**src/rtl/memoria_fifo_ctrl.sv**
```systemverilog
// Circular-FIFO sequencer for the 16x10 memoria block: pointer/occupancy tracking,
// threshold flags and a sticky overflow/underflow error state.
module memoria_fifo_ctrl #(
  parameter int ADDR_WIDTH = 4
) (
  input  logic                  clk,
  input  logic                  reset,
  input  logic                  push,
  input  logic                  pop,
  input  logic [ADDR_WIDTH:0]   umbral_alto,
  input  logic [ADDR_WIDTH:0]   umbral_bajo,
  output logic                  wr_en,
  output logic                  rd_en,
  output logic [ADDR_WIDTH-1:0] wr_add,
  output logic [ADDR_WIDTH-1:0] rd_add,
  output logic [ADDR_WIDTH:0]   count,
  output logic                  full,
  output logic                  empty,
  output logic                  almost_full,
  output logic                  almost_empty,
  output logic                  valid_out,
  output logic                  error,
  output logic [1:0]            state_dbg
);

  localparam int                  DEPTH_I = 1 << ADDR_WIDTH;
  localparam logic [ADDR_WIDTH:0] DEPTH   = DEPTH_I[ADDR_WIDTH:0];
  localparam logic [ADDR_WIDTH:0] CNT_ONE = 1;
  localparam logic [ADDR_WIDTH-1:0] PTR_ONE = 1;

  typedef enum logic [1:0] {
    INICIO = 2'd0,
    ACTIVO = 2'd1,
    ERROR  = 2'd2
  } state_t;

  state_t                state;
  logic [ADDR_WIDTH-1:0] wr_ptr;
  logic [ADDR_WIDTH-1:0] rd_ptr;
  logic [ADDR_WIDTH:0]   umbral_alto_reg;
  logic [ADDR_WIDTH:0]   umbral_bajo_reg;
  logic                  active;
  logic                  overflow;
  logic                  underflow;

  // Handshake: push/pop are per-cycle requests with no back-pressure wait; a
  // request is performed only when its wr_en/rd_en is high in that same cycle,
  // and a request that cannot be performed is an overflow/underflow.
  assign active    = (state == ACTIVO);
  assign full      = (count == DEPTH);
  assign empty     = (count == '0);
  assign wr_en     = active & push & ~full;
  assign rd_en     = active & pop & ~empty;
  assign overflow  = active & push & full;
  assign underflow = active & pop & empty;

  assign almost_full  = (count >= umbral_alto_reg);
  assign almost_empty = (count <= umbral_bajo_reg);

  assign wr_add    = wr_ptr;
  assign rd_add    = rd_ptr;
  assign error     = (state == ERROR);
  assign state_dbg = state;

  always_ff @(posedge clk or posedge reset) begin
    if (reset) begin
      state           <= INICIO;
      wr_ptr          <= '0;
      rd_ptr          <= '0;
      count           <= '0;
      umbral_alto_reg <= DEPTH;
      umbral_bajo_reg <= '0;
      valid_out       <= 1'b0;
    end else begin
      // Memory output register loads on the same edge as rd_en, so valid trails by one cycle.
      valid_out <= rd_en;
      case (state)
        INICIO: begin
          umbral_alto_reg <= umbral_alto;
          umbral_bajo_reg <= umbral_bajo;
          state           <= ACTIVO;
        end
        ACTIVO: begin
          if (wr_en) wr_ptr <= wr_ptr + PTR_ONE;
          if (rd_en) rd_ptr <= rd_ptr + PTR_ONE;
          if (wr_en && !rd_en) begin
            count <= count + CNT_ONE;
          end else if (rd_en && !wr_en) begin
            count <= count - CNT_ONE;
          end
          if (overflow || underflow) state <= ERROR;
        end
        ERROR:   state <= ERROR;
        default: state <= INICIO;
      endcase
    end
  end

endmodule

```
**config.mk**
```make
export PLATFORM = sky130hd
export DESIGN_NAME = memoria_fifo_ctrl
export DESIGN_NICKNAME = d
export VERILOG_FILES = /design/src/rtl/memoria_fifo_ctrl.sv
export SDC_FILE = /design/constraint.sdc
export NUM_CORES = 1
export LEC_CHECK = 0
export ABC_AREA = 1
export BUFFER_PORTS_ARGS = -buffer_cell sky130_fd_sc_hd__buf_2
export CAP_MARGIN = 20
export CELL_PAD_IN_SITES_DETAIL_PLACEMENT = 0
export CELL_PAD_IN_SITES_GLOBAL_PLACEMENT = 1
export CORE_ASPECT_RATIO = 0.5
export CORE_MARGIN = 2
export CORE_UTILIZATION = 43
export DETAILED_ROUTE_END_ITERATION = 12
export PLACE_DENSITY_LB_ADDON = 0.1
export SLEW_MARGIN = 40
export SYNTH_ARGS = -nofsm -noshare
export SYNTH_HDL_FRONTEND = slang
export SYNTH_SLANG_ARGS = --single-unit
```
**constraint.sdc**
```tcl
create_clock -name clk -period 6 [get_ports clk]
set_clock_uncertainty 0.05 [all_clocks]
set_input_delay 0.9 -clock clk [delete_from_list [all_inputs] [get_ports clk]]
set_output_delay 0.9 -clock clk [all_outputs]
set_load 0.01 [all_outputs]
```
## Word-level counts from Yosys, hierarchy flattened

Cells that the tools add are included.

| storage, ports and cells | value |
|---|---|
| input port bits | 14 |
| word-level logic and storage cells | 40 |
| output and inout port bits | 23 |
| register bits after elaboration | 26 |

| cells by class | value |
|---|---|
| reduce and logical (&&, ||, !) cells | 11 |
| mux-type cells | 4 |
| eq/ne operators | 4 |
| add/subtract/negate cells | 4 |
| order comparisons | 2 |
| bitwise gates (word level) | 8 |

Operator list:

| operator | count |
|---|---|
| $mux W5 | 2 |
| $add A4 B1 Y4 const B | 2 |
| $and A1 B1 Y1 | 6 |
| $pmux W2 S3 | 1 |
| $reduce_and A2 Y1 | 3 |
| $add A5 B1 Y5 const B | 1 |
| $eq A5 B5 Y1 const B | 1 |
| $ge A5 B5 Y1 | 1 |
| $le A5 B5 Y1 | 1 |
| $logic_not A5 Y1 | 1 |
| $sub A5 B1 Y5 const B | 1 |
| $eq A2 B1 Y1 const B | 1 |
| $eq A2 B2 Y1 const B | 1 |
| $logic_and A1 B1 Y1 | 2 |
| $logic_not A1 Y1 | 2 |
| $logic_not A2 Y1 | 1 |
| $mux W2 | 1 |
| $ne A2 B1 Y1 const B | 1 |
| $not A1 Y1 | 2 |
| $reduce_bool A2 Y1 | 1 |
| $logic_or A1 B1 Y1 | 1 |

## Logic depth before layout (Yosys ltp)

| depth | value |
|---|---|
| depth after elaboration | 7 |
| mapped depth | 16 |
| depth with buffers taken out | 16 |

## Worst setup path before layout

OpenSTA, ideal clock, no wires.

| timing | value |
|---|---|
| kind | input to register |
| start | input port push |
| end | register count[4] |
| library setup time | 0.117 ns |
| data arrival time | 2.257 ns |
| slack | 3.577 ns |
| required time | 5.833 ns |
| stages on the path | 12 |
| path buffers | 0 |
| path through | nand2_1 -> inv_1 -> nand2_4 -> inv_2 -> ha_1 -> inv_1 -> ha_1 -> or2_2 -> nand3_1 -> nand2_1 -> nand2_1 -> nand2_1 |

| on the way | value |
|---|---|
| cells in the longest elaborated chain, start to end | 6 |
| elaborated cells between the ends (all ways) | 8 |
| classes of those cells | mux (1); bitwise (2); reduce/logical (5) |

Ends and longest elaborated chain:

| element | line | source |
|---|---|---|
| start, declared | 8 | `input logic push,` |
| $and A1 B1 Y1 (*) (2 in a row) | 52 | `assign wr_en = active & push & ~full;` |
| named net wr_en | 12 | `output logic wr_en,` |
| $logic_not A1 Y1 | 88 | `end else if (rd_en && !wr_en) begin` |
| $logic_and A1 B1 Y1 | 88 |  |
| $reduce_bool A2 Y1 (no line) | n/a |  |
| $reduce_and A2 Y1 (no line) | n/a |  |
| end signal, assigned | 87 | `count <= count + CNT_ONE;` |
| end signal, assigned | 89 | `count <= count - CNT_ONE;` |
| end, declared | 16 | `output logic [ADDR_WIDTH:0] count,` |

The timed path passes the listed nets; every way through them passes the cells marked *.
A chain may end at the register's enable or synchronous reset.

## Final worst setup path

| timing | value |
|---|---|
| start | register count[2] |
| end | output port almost_full |

| on the way | value |
|---|---|
| cells in the longest elaborated chain, start to end | 1 |

Ends and longest elaborated chain:

| element | line | source |
|---|---|---|
| $ge A5 B5 Y1 | 57 | `assign almost_full = (count >= umbral_alto_reg);` |
| end, declared | 19 | `output logic almost_full,` |

No other way between the ends.

==> out/qor.csv <==
stage;metric;value;unit
synth;distinct cell type count of the synthesized netlist;25;
clock_network;number of sinks on the clock net;26;
sta;worst slew margin relative to its limit;62.6;%
routing;remaining antenna violation count after routing;0;
synth;Post-Synthesis Cells;177;
routing;drt first pass iters;4;
floorplan;floorplan die area;4240;um^2
floorplan;CORE AREA;3490;um^2
final_layout;sequential cell area in the final layout;652;um^2
critical_path;crit-path max FO;7;
pwr;static leakage;1.04;nW
place;Placer Congestion;0.739;
sta;Least-Margin Pin Slew;0.560;ns
global_routing;aggregate global routing overflow;0;
routing;post-detailed-route wirelength per cell;11.5;um
critical_path;CP Class;reg2out;
routing;Remaining DRCs;0;
global_routing;number of global-route vias before repair;1181;
critical_path;arrival time reported for the critical path endpoint;1.72;ns
clock_network;deepest level of the CTS H-tree;1;
critical_path;flop-to-flop setup slack;3.51;ns
pwr;worst vdd rail ir drop;0.000186;V
clock_network;Clk Tree Root Cell;sky130_fd_sc_hd__clkbuf_8;
global_routing;total global routing track utilization;16.2;%
routing;total wirelength of the detailed-routed design;3.05;mm
clock_network;Post-CTS Setup Repair Bufs;0;
sta;setup-violating endpoint count in the final report;0;
routing;DR iter-0 viols;47;
sta;number of hold violations in the final report;0;
sta;total count of max-transition violations in the final report;0;
routing;count of vias placed by the detailed router;1237;
final_layout;Filler cells;369;
place;number of buffers inserted by port buffering;36;
clock_network;Clk Latency, worst-skew pair;0.27;ns
critical_path;nature of the critical path endpoint;output pin;
critical_path;worst flop-to-flop path endpoint;count[4];
critical_path;Setup crit start;count[2];
clock_network;CTS hold repair buffers;0;
clock_network;post-cts sizing count;0;
final_layout;fraction of final layout cells sized beyond drive strength 1;25.1;%
sta;Final TNS setup;0;ns
hold_path;worst min-delay path category;reg2reg;
clock_network;Clock Tree Buf Depth;2;
synth;synthesis warning total;0;
sta;worst-case hold slack;0.449;ns
place;detailed-placement wirelength estimate;2.29;mm
run;max-capacitance violation count;0;
synth;cell area after technology mapping;1590;um^2
pwr;power density relative to cell area;550;nW/um^2
final_layout;final antenna diode count;0;
critical_path;Worst Setup EP;almost_full;
synth;mean area per synthesized cell;9.00;um^2
sta;achievable clock frequency;374;MHz
critical_path;worst reg2reg path startpoint;state_dbg[1];
final_layout;combined area of the multi-input logic cells;830;um^2
sta;min cycle time layout;2.67;ns
synth;net count after synthesis;213;
floorplan;Cell Rows;15;
sta;final critical-path share of the clock period;44.5;%
sta;unrepaired setup endpoints after global routing;no;
final_layout;number of nets in the finished design;252;
final_layout;top library cells by usage in the layout, fill and taps aside;sky130_fd_sc_hd__nand2_1 (44), sky130_fd_sc_hd__buf_2 (36), sky130_fd_sc_hd__dfrtp_1 (25), sky130_fd_sc_hd__inv_1 (24), sky130_fd_sc_hd__ha_1 (21);
floorplan;I/O Pins;37;
critical_path;Required @ worst endpoint;5.05;ns
global_routing;largest net degree at the start of global routing;27;
final_layout;layout overhead on the synthesized area;19.2;%
clock_network;clock-pin slew on the worst setup and hold paths;0.09;ns
global_routing;number of antenna violations at the first check in global routing;0;
clock_network;cts bufs inserted;3;
floorplan;vertical die dimension;47.0;um
floorplan;chip width;90.1;um
critical_path;Startpoint Class;register;
global_routing;wire length of the first global-routing pass;5.36;mm
synth;part of the Yosys area used for sequential elements;40.9;%
final_layout;most frequent standard cell in the layout excluding fill and tap cells;sky130_fd_sc_hd__nand2_1;
status;result of the run;finished, final reports clean;
synth;synthesized flop and latch total;26;
floorplan;initial core utilization;45.6;%
routing;vias per cell;4.65;
clock_network;TritonCTS clock tree;yes;
critical_path;cell count of the worst reg-to-reg path;15;
==> through the flow <==
stage | instance area, um^2 | power (mW) | instances | setup slack, ns | utilization, %
after floorplan | 1590 | 0.743 | 177 | 3.58 | -
after global placement | 1830 | 0.902 | 262 | 3.43 | 52.3
after detailed placement | 1830 | 0.908 | 262 | 3.36 | 52.3
after CTS | 1900 | 1.06 | 266 | 3.31 | 54.4
after global routing | 1900 | 1.17 | 266 | 3.18 | 54.4
final | 1900 | 1.04 | 266 | 3.33 | 54.4
==> power breakdown <==
part	internal (mW)	switching (mW)	leakage (nW)
Clock	0.0892	0.0560	0.0357
Combinational	0.243	0.314	0.680
Sequential	0.258	0.0842	0.322
Total	0.591	0.454	1.04
==> worst min path at each step <==
stage / start / endpoint / cells after the start
CTS: umbral_alto_reg[4] / umbral_alto_reg[4] / 2
floorplan: umbral_alto_reg[4] / umbral_alto_reg[4] / 2
detailed placement: umbral_alto_reg[4] / umbral_alto_reg[4] / 2
finish: umbral_alto_reg[4] / umbral_alto_reg[4] / 2
global route: umbral_alto_reg[4] / umbral_alto_reg[4] / 2
global placement: umbral_alto_reg[4] / umbral_alto_reg[4] / 2
==> cells by family (layout without fill, tap and decap cells) <==
kind of cell / after synthesis / after routing / synth area share (%)
simple gates: 69 / 69 / 21.4
mux: 2 / 2 / 1.41
buf+inv: 29 / 67 / 6.99
fa+ha+maj: 22 / 22 / 17.8
flops: 26 / 26 / 40.9
compound gates: 20 / 20 / 6.52
xor+xnor: 9 / 9 / 4.95
==> routing by layer <==
layer / wire (um) / vias to the layer above / GRT usage, % / part of all wire [%]
met2: 1290 / 24 / 28.0 / 42
met4: 12 / 0 / 1.85 / 0.39
met1: 1570 / 566 / 21.5 / 52
met5: 0 / - / 0 / 0
met3: 169 / 2 / 5.30 / 5.5
li1: - / 645 / - / -
==> layout make-up <==
| class | instances | share of cell area, % |
|---|---|---|
| clock inverters | 1 | 1.58 |
| multi-input cells | 122 | 43.7 |
| repair buffers | 36 | 9.49 |
| inverters | 27 | 5.34 |
| clock buffers | 3 | 2.18 |
| well taps | 51 | 3.36 |
| flip-flops and latches | 26 | 34.3 |
==> cells in the mapped netlist <==
master                     count  area, um^2
sky130_fd_sc_hd__dfstp_2       1        26.3
sky130_fd_sc_hd__nand4_1       5        31.3
sky130_fd_sc_hd__nand2_1      44         165
sky130_fd_sc_hd__nand3_2       2        20.0
sky130_fd_sc_hd__nor2_4        3        33.8
sky130_fd_sc_hd__o22ai_1       1        6.26
sky130_fd_sc_hd__o21ai_1       1        5.00
sky130_fd_sc_hd__o21ai_0      13        65.1
sky130_fd_sc_hd__o21bai_1      1        7.51
sky130_fd_sc_hd__inv_2         2        7.51
sky130_fd_sc_hd__xor2_1        3        26.3
sky130_fd_sc_hd__mux2_2        2        22.5
sky130_fd_sc_hd__or2_2         1        6.26
sky130_fd_sc_hd__nand2_4       2        22.5
sky130_fd_sc_hd__nand3_1       7        35.0
sky130_fd_sc_hd__nor2_1        2        7.51
sky130_fd_sc_hd__nor3_1        1        5.00
sky130_fd_sc_hd__xnor2_1       6        52.6
sky130_fd_sc_hd__ha_1         21         263
sky130_fd_sc_hd__a21oi_1       4        20.0
sky130_fd_sc_hd__fa_1          1        20.0
sky130_fd_sc_hd__dfrtp_1      25         626
sky130_fd_sc_hd__inv_1        25        93.8
sky130_fd_sc_hd__buf_2         2        10.0
sky130_fd_sc_hd__nand3b_1      2        15.0
==> critical path, cell delays in order (launching register included) <==
cell and delay (ns):
sky130_fd_sc_hd__dfrtp_1 0.51, sky130_fd_sc_hd__ha_1 0.37, sky130_fd_sc_hd__a21oi_1 0.15, sky130_fd_sc_hd__nor2_1 0.05, sky130_fd_sc_hd__o21ai_0 0.15, sky130_fd_sc_hd__nand3b_1 0.08
sky130_fd_sc_hd__buf_2 0.14
No activity file was read; power rests on OpenSTA's default activity.
